--- src/rtl/sram_tile_reader_pkg.sv ---
// Shared types and default constants for the SRAM tile reader and its SRAM-side blocks.
// Latency: n/a (declarations only).
// Backpressure: n/a.
package sram_tile_reader_pkg;

    localparam int DATA_WIDTH_DEF = 16;
    localparam int ADDR_WIDTH_DEF = 12;
    localparam int DEPTH_DEF      = 2048;

    // Output buffer depth; the read issue logic never lets reads in flight exceed it.
    localparam int FIFO_DEPTH = 4;
    localparam int FIFO_PW    = $clog2(FIFO_DEPTH);

    typedef enum logic [1:0] {
        ST_IDLE  = 2'd0,
        ST_READ  = 2'd1,
        ST_DRAIN = 2'd2
    } state_t;

    // Address increment that wraps back to 0 at the end of the addressable range.
    function automatic int unsigned wrap_inc(input int unsigned addr, input int unsigned limit);
        return (addr + 1 >= limit) ? 0 : addr + 1;
    endfunction

endpackage

--- src/rtl/sram_tile_reader_if.sv ---
// Control, SRAM read port and output stream bundle of the tile reader.
// Latency: n/a (wires only).
// Backpressure: out_ready from the consumer side; everything else is free-running.
interface sram_tile_reader_if
    import sram_tile_reader_pkg::*;
#(
    parameter int DATA_WIDTH = DATA_WIDTH_DEF,
    parameter int ADDR_WIDTH = ADDR_WIDTH_DEF
);
    logic                  start;
    logic [ADDR_WIDTH-1:0] base_adr;
    logic [ADDR_WIDTH-1:0] length;
    logic                  busy;
    logic                  done;
    logic                  ren;
    logic [ADDR_WIDTH-1:0] radr;
    logic [DATA_WIDTH-1:0] rdata;
    logic [DATA_WIDTH-1:0] out_data;
    logic                  out_valid;
    logic                  out_ready;
    logic                  out_last;

    // Reader side.
    modport slave (
        input  start, base_adr, length, rdata, out_ready,
        output busy, done, ren, radr, out_data, out_valid, out_last
    );

    // Requester / SRAM / consumer side.
    modport master (
        output start, base_adr, length, rdata, out_ready,
        input  busy, done, ren, radr, out_data, out_valid, out_last
    );
endinterface

--- src/rtl/sync_fifo_4.sv ---
// Four-entry synchronous FIFO holding streamed words with their last flag.
// Latency: 1 cycle from push to visible head.
// Backpressure: push while full and pop while empty are ignored; the writer must respect count.
module sync_fifo_4
    import sram_tile_reader_pkg::*;
#(
    parameter int WIDTH = DATA_WIDTH_DEF + 1
) (
    input  logic             clk,
    input  logic             rst_n,
    input  logic             i_push,
    input  logic [WIDTH-1:0] i_push_dat,
    input  logic             i_pop,
    output logic [WIDTH-1:0] o_head_dat,
    output logic             o_empty,
    output logic [FIFO_PW:0] o_count
);
    logic [WIDTH-1:0]   r_mem [0:FIFO_DEPTH-1];
    logic [FIFO_PW-1:0] r_wr_ptr;
    logic [FIFO_PW-1:0] r_rd_ptr;
    logic [FIFO_PW:0]   r_count;
    logic               w_push;
    logic               w_pop;

    assign w_push     = i_push && (r_count != (FIFO_PW+1)'(FIFO_DEPTH));
    assign w_pop      = i_pop && (r_count != '0);
    assign o_head_dat = r_mem[r_rd_ptr];
    assign o_empty    = (r_count == '0);
    assign o_count    = r_count;

    // Storage, pointers and occupancy; storage is cleared so the head reads 0 after reset.
    always_ff @(posedge clk or negedge rst_n) begin
        if (!rst_n) begin
            for (int i = 0; i < FIFO_DEPTH; i++) r_mem[i] <= '0;
            r_wr_ptr <= '0;
            r_rd_ptr <= '0;
            r_count  <= '0;
        end else begin
            if (w_push) begin
                r_mem[r_wr_ptr] <= i_push_dat;
                r_wr_ptr        <= r_wr_ptr + FIFO_PW'(1);
            end
            if (w_pop) r_rd_ptr <= r_rd_ptr + FIFO_PW'(1);
            case ({w_push, w_pop})
                2'b10:   r_count <= r_count + (FIFO_PW+1)'(1);
                2'b01:   r_count <= r_count - (FIFO_PW+1)'(1);
                default: r_count <= r_count;
            endcase
        end
    end
endmodule

--- src/rtl/sram_tile_reader.sv ---
// Streams a tile of consecutive SRAM words (wrapping at the top of both banks) to a ready/valid consumer.
// Latency: READ entered the cycle after start; first word valid two cycles later, then one word per cycle.
// Backpressure: out_ready stalls the FIFO head; reads issue only while buffered + in-flight words stay below 4.
module sram_tile_reader
    import sram_tile_reader_pkg::*;
#(
    parameter int DATA_WIDTH = DATA_WIDTH_DEF,
    parameter int ADDR_WIDTH = ADDR_WIDTH_DEF,
    parameter int DEPTH      = DEPTH_DEF
) (
    input  logic               clk,
    input  logic               rst_n,
    sram_tile_reader_if.slave  bus
);
    state_t                r_state;
    state_t                w_state_nxt;
    logic [ADDR_WIDTH-1:0] r_addr;
    logic [ADDR_WIDTH-1:0] r_left;
    logic [ADDR_WIDTH-1:0] r_radr;
    logic                  r_inflight;
    logic                  r_inflight_last;
    logic                  r_done;
    logic [ADDR_WIDTH-1:0] w_addr_nxt;
    logic                  w_accept_start;
    logic                  w_zero_start;
    logic                  w_room;
    logic                  w_issue;
    logic                  w_issue_last;
    logic                  w_pop;
    logic                  w_fin;
    logic                  w_fifo_empty;
    logic [FIFO_PW:0]      w_fifo_count;
    logic [DATA_WIDTH:0]   w_head;

    assign w_accept_start = (r_state == ST_IDLE) && bus.start;
    assign w_zero_start   = w_accept_start && (bus.length == '0);
    // Room is judged on registered occupancy only, so issue never waits on out_ready combinationally.
    assign w_room         = (w_fifo_count + {{FIFO_PW{1'b0}}, r_inflight}) < (FIFO_PW+1)'(FIFO_DEPTH);
    assign w_issue        = (r_state == ST_READ) && w_room;
    assign w_issue_last   = w_issue && (r_left == ADDR_WIDTH'(1));
    assign w_pop          = !w_fifo_empty && bus.out_ready;
    assign w_fin          = (r_state == ST_DRAIN) && w_pop && w_head[DATA_WIDTH];
    assign w_addr_nxt     = ADDR_WIDTH'(wrap_inc(32'(r_addr), 2 * DEPTH));

    assign bus.busy      = (r_state != ST_IDLE);
    assign bus.done      = r_done;
    assign bus.ren       = w_issue;
    assign bus.radr      = w_issue ? r_addr : r_radr;
    assign bus.out_valid = !w_fifo_empty;
    assign bus.out_data  = w_head[DATA_WIDTH-1:0];
    // Stale last flags can sit in an empty slot, so the flag is gated by valid.
    assign bus.out_last  = !w_fifo_empty && w_head[DATA_WIDTH];

    // State register.
    always_ff @(posedge clk or negedge rst_n) begin
        if (!rst_n) r_state <= ST_IDLE;
        else        r_state <= w_state_nxt;
    end

    // Next-state: leave READ when the final read issues, leave DRAIN when the final word is taken.
    always_comb begin
        w_state_nxt = r_state;
        case (r_state)
            ST_IDLE:  if (bus.start && (bus.length != '0)) w_state_nxt = ST_READ;
            ST_READ:  if (w_issue_last) w_state_nxt = ST_DRAIN;
            ST_DRAIN: if (w_fin) w_state_nxt = ST_IDLE;
            default:  w_state_nxt = ST_IDLE;
        endcase
    end

    // Tile bookkeeping: address/remaining count, the one-deep read pipeline and the done pulse.
    always_ff @(posedge clk or negedge rst_n) begin
        if (!rst_n) begin
            r_addr          <= '0;
            r_left          <= '0;
            r_radr          <= '0;
            r_inflight      <= 1'b0;
            r_inflight_last <= 1'b0;
            r_done          <= 1'b0;
        end else begin
            r_done          <= w_fin || w_zero_start;
            r_inflight      <= w_issue;
            r_inflight_last <= w_issue_last;
            if (w_accept_start) begin
                r_addr <= bus.base_adr;
                r_left <= bus.length;
            end else if (w_issue) begin
                r_radr <= r_addr;
                r_addr <= w_addr_nxt;
                r_left <= r_left - ADDR_WIDTH'(1);
            end
        end
    end

    // Each returned word is buffered together with its last flag.
    sync_fifo_4 #(.WIDTH(DATA_WIDTH + 1)) u_fifo (
        .clk        (clk),
        .rst_n      (rst_n),
        .i_push     (r_inflight),
        .i_push_dat ({r_inflight_last, bus.rdata}),
        .i_pop      (w_pop),
        .o_head_dat (w_head),
        .o_empty    (w_fifo_empty),
        .o_count    (w_fifo_count)
    );
endmodule

--- src/flat_wrapper.sv ---
// flat-port wrapper written by rule: the top's interface ports become plain ports
module sram_tile_reader_flat import sram_tile_reader_pkg::*;
#(
    parameter int DATA_WIDTH = DATA_WIDTH_DEF,
    parameter int ADDR_WIDTH = ADDR_WIDTH_DEF,
    parameter int DEPTH      = DEPTH_DEF
)
  (clk, rst_n, bus_start, bus_base_adr, bus_length, bus_rdata, bus_out_ready, bus_busy, bus_done, bus_ren, bus_radr, bus_out_data, bus_out_valid, bus_out_last);
  sram_tile_reader_if #(.DATA_WIDTH(DATA_WIDTH), .ADDR_WIDTH(ADDR_WIDTH)) bus_i ();
  input  logic clk;
  input  logic rst_n;
  input wire logic [$bits(bus_i.start)-1:0] bus_start;
  input wire logic [$bits(bus_i.base_adr)-1:0] bus_base_adr;
  input wire logic [$bits(bus_i.length)-1:0] bus_length;
  input wire logic [$bits(bus_i.rdata)-1:0] bus_rdata;
  input wire logic [$bits(bus_i.out_ready)-1:0] bus_out_ready;
  output wire logic [$bits(bus_i.busy)-1:0] bus_busy;
  output wire logic [$bits(bus_i.done)-1:0] bus_done;
  output wire logic [$bits(bus_i.ren)-1:0] bus_ren;
  output wire logic [$bits(bus_i.radr)-1:0] bus_radr;
  output wire logic [$bits(bus_i.out_data)-1:0] bus_out_data;
  output wire logic [$bits(bus_i.out_valid)-1:0] bus_out_valid;
  output wire logic [$bits(bus_i.out_last)-1:0] bus_out_last;
  assign bus_i.start = bus_start;
  assign bus_i.base_adr = bus_base_adr;
  assign bus_i.length = bus_length;
  assign bus_i.rdata = bus_rdata;
  assign bus_i.out_ready = bus_out_ready;
  assign bus_busy = bus_i.busy;
  assign bus_done = bus_i.done;
  assign bus_ren = bus_i.ren;
  assign bus_radr = bus_i.radr;
  assign bus_out_data = bus_i.out_data;
  assign bus_out_valid = bus_i.out_valid;
  assign bus_out_last = bus_i.out_last;
  sram_tile_reader #(.DATA_WIDTH(DATA_WIDTH), .ADDR_WIDTH(ADDR_WIDTH), .DEPTH(DEPTH)) u_core (.clk(clk), .rst_n(rst_n), .bus(bus_i));
endmodule
--- config.mk ---
export PLATFORM = sky130hd
export DESIGN_NAME = sram_tile_reader_flat
export DESIGN_NICKNAME = d
export VERILOG_FILES = /design/src/rtl/sram_tile_reader_pkg.sv /design/src/rtl/sram_tile_reader_if.sv /design/src/rtl/sync_fifo_4.sv /design/src/rtl/sram_tile_reader.sv /design/src/flat_wrapper.sv
export SDC_FILE = /design/constraint.sdc
export NUM_CORES = 1
export LEC_CHECK = 0
export CAP_MARGIN = 20
export CORE_UTILIZATION = 57
export CTS_CLUSTER_DIAMETER = 150
export DETAILED_ROUTE_END_ITERATION = 6
export DONT_BUFFER_PORTS = 1
export PLACE_DENSITY = 0.75
export SLEW_MARGIN = 20
export SYNTH_ARGS = -nofsm -noshare
export SYNTH_HDL_FRONTEND = slang
export SYNTH_HIERARCHICAL = 1
export SYNTH_SLANG_ARGS = --single-unit
--- constraint.sdc ---
create_clock -name clk -period 2.05 [get_ports clk]
set_input_delay 0.41 -clock clk [delete_from_list [all_inputs] [get_ports clk]]
set_output_delay 0.41 -clock clk [all_outputs]
set_load 0.1 [all_outputs]
==> results.json, run 1 <==
{
  "syn_avg_cell_area_um2": 13.0,
  "numPlacedInstances": 600,
  "cts_buffer_depth": 2,
  "avgViaCountPerCell": 6.03,
  "dieArea_um2": 10500,
  "worst_pin_slew_ns": 0.672,
  "dr.pass1.iters": 4,
  "synthesis.instances": 441,
  "seq_area_frac_synth_pct": 50.6,
  "clockRootBuffer": "clkbuf_8",
  "htreeDepth": 4,
  "grt_pass1_wl_um": 21500,
  "cts_buffers": 17,
  "area_growth_syn_to_layout_pct": 34.0,
  "ant_nets": 0,
  "dr_total_vias": 3960,
  "holdCritPathClass": "input port to async pin",
  "chipHeight_um": 102,
  "relSlewSlack_pct": 55.0,
  "synth_ff_type": "dfrtp_1",
  "cts_tree": "done",
  "required_ns": 1.64,
  "track_usage_pct": 27.6,
  "layoutNonFillerInstCount": 657,
  "reg2regPathDepth": 11,
  "wl_per_cell_um": 20.6,
  "yosys.area.top_type": "dfrtp_1",
  "die_w_um": 102,
  "setup_viol": 33,
  "routed_wl_um": 13500,
  "period_minus_slack_ns": 2.33,
  "synth_cell_types": 58,
  "synth_async_sr_flop_share_pct": 100,
  "post-route-drc-count": 0,
  "synth_seq_cells": 116,
  "io_buffers": 0,
  "overflow": 0,
  "cts.sinks": 116,
  "antenna_cells": 0,
  "hold_viol_final": 116,
  "violations": "negative hold slack, negative setup slack",
  "period_share_pct": 114,
  "slew_violations": 0,
  "grt_pass1_vias": 4173,
  "path_clk_slew_ns": 0.06,
  "clk_latency_ns": 0.52,
  "outcome": "finished, violations left",
  "r2r_slack_ns": -0.16,
  "yosysWarnings": 6,
  "drt-initial-drc-count": 136,
  "worst_clock_skew_ns": 0.00782,
  "r2r-end": "u_core/u_fifo/o_count[2]",
  "r2r-start": "u_core/u_fifo/o_count[0]",
  "core_um2": 9770,
  "cts_hold_buffers": 1,
  "arrival_ns": 1.92,
  "synth_fp_nets": 494,
  "syn_area_um2": 5740,
  "rsz0062_at_grt": "yes",
  "gp_congestion": 0.837,
  "ys_top_cells_by_area": "dfrtp_1, mux2_4, mux4_2",
  "synth-edff-count": 0,
  "antenna_found_initial": 0,
  "final_layout_size_suffix_gt1_share_pct": 47.3,
  "critPathCaptureType": "output pin",
  "fmax_mhz": 429,
  "whs_ns": -0.414,
  "initial_core_util_pct": 58.7,
  "dp_hpwl_um": 7960,
  "row_count": 36,
  "yosysTopAreaCellShare_pct": 50.6,
  "ios": 77,
  "critical_path_class": "flip-flop to output pin",
  "crit_fanout": 8,
  "final.setup.worst_slack_ns": -0.279,
  "maxCapViolCount": 0,
  "startpoint_type": "flip-flop",
  "nets": 565,
  "grt_max_degree": 117
}
-- routing by layer --
layer / vias up / GRT usage, % / wire length [µm]
met5: - / 0 / 0
li1: 1776 / - / -
met3: 20 / 7.52 / 775
met4: 0 / 10.5 / 194
met1: 2021 / 33.6 / 5350
met2: 143 / 47.0 / 7180
-- placed cells by master (no fill, tap or decap), types with 3 or more instances in the layout --
cell type | Yosys | routed
mux4_2 | 17 | 17
a221o_1 | 11 | 11
nand2_8 | 0 | 10
nor2_4 | 4 | 4
inv_1 | 10 | 9
dfrtp_1 | 116 | 111
bufinv_16 | 0 | 5
clkbuf_16 | 0 | 17
nand2_4 | 0 | 5
and3_1 | 5 | 5
ha_1 | 8 | 7
o211ai_1 | 7 | 7
buf_4 | 0 | 31
clkinv_2 | 0 | 3
xnor2_1 | 3 | 3
nor2_1 | 12 | 12
dfrtp_2 | 0 | 5
nand2_2 | 0 | 19
xor2_1 | 5 | 5
a21oi_1 | 3 | 3
o311ai_0 | 4 | 3
nor4_1 | 6 | 5
mux2_4 | 41 | 41
nand2_1 | 74 | 40
mux2_2 | 31 | 31
nand4_1 | 3 | 3
nand3_1 | 12 | 12
a211oi_1 | 3 | 3
nor3_1 | 6 | 5
buf_6 | 5 | 6
buf_12 | 0 | 28
clkbuf_1 | 5 | 3
-- cell families after synthesis --
family / share of synthesized area (%)
AOI/OAI and AO/OA: 6.54
xor gates and xnor gates: 1.22
adders and majority gates: 2.09
buffers and inverters: 2.62
DFF: 50.6
muxes: 23.8
and+or+nand+nor: 13.1
-- cells in the mapped netlist (all sizes together) (4+ instances only) --
| library cell | number |
|---|---|
| nor2 | 16 |
| o311ai | 4 |
| and3 | 5 |
| ha | 8 |
| nor4 | 7 |
| clkbuf | 6 |
| a221o | 11 |
| nor3 | 6 |
| nand3 | 12 |
| xor2 | 5 |
| nand4 | 4 |
| dfrtp | 116 |
| mux2 | 72 |
| mux4 | 17 |
| buf | 11 |
| inv | 11 |
| o211ai | 7 |
| nand2 | 74 |
-- registers in the layout, indices dropped and copies added, names as in the netlist --
name	flops
u_core/r_inflight	1
u_core/u_fifo/o_count	3
u_core/r_state	2
u_core/u_fifo/r_wr_ptr	2
u_core/r_radr	12
u_core/r_left	12
u_core/r_addr	12
u_core/r_inflight_last	1
u_core/u_fifo/r_mem	68
u_core/u_fifo/r_rd_ptr	2
u_core/bus.done	1
-- per-stage QoR --
stage	utilization, %	setup slack, ns	hold WS (ns)	setup TNS [ns]	cell area (µm²)
after floorplan	-	-0.0497	0.114	-0.0975	5990
after global placement	68.1	0.0537	0.117	0	6660
after detailed placement	68.1	-0.0481	0.116	-0.0481	6660
after CTS	77.9	-0.306	-0.435	-8.58	7610
after global routing	78.6	-0.347	-0.437	-9.23	7690
final	78.6	-0.279	-0.414	-7.43	7690
-- worst max-delay path by stage --
stage	startpoint	endpoint	depth (start not counted)
finish	u_core/u_fifo/o_count[0]	bus_radr[0]	7
detailed placement	u_core/u_fifo/o_count[0]	u_core/u_fifo/o_count[2]	9
floorplan	u_core/u_fifo/o_count[0]	u_core/u_fifo/o_count[2]	8
global route	u_core/u_fifo/o_count[2]	bus_radr[0]	8
global placement	u_core/u_fifo/o_count[0]	u_core/u_fifo/o_count[2]	9
CTS	u_core/u_fifo/r_rd_ptr[0]	bus_out_data[8]	4
-- repair_timing --
action | in CTS | in global routing
gates resized for setup | 31 | 15
setup buffers | 21 | 3
pin swaps | 17 | 7
setup endpoints to repair | 33 | 55
endpoints found under the hold margin | 117 | 116
cloned | 2 | 1
-- layout make-up --
class | count | area (µm²)
inverter | 11 | 43.8
clock buffer | 21 | 439
timing repair buffer | 69 | 943
fill | 559 | 2090
tap | 133 | 166
multi-input combinational | 297 | 3010
clock inverter | 10 | 180
sequential | 116 | 2910
-- worst max-delay path, cell delays in order (launching register included) --
cell and delay [ns]:
dfrtp_2 0.44, and4_4 0.21, o21ai_4 0.22, inv_4 0.08
buf_12 0.15, nand2_2 0.07, nand2_2 0.06, buf_12 0.16
Power of run 1 is left out: the tool's default activity adds up to more than one toggle a clock period on the data nets, which glitch-free logic cannot reach.
==> run 2, diff against run 1 <==
- CTS_CLUSTER_SIZE: unset -> 10
==> results of run 2 <==
The final DEF is identical to that of run 1; final timing and power are the same.
Power of run 2 is left out for the same reason.
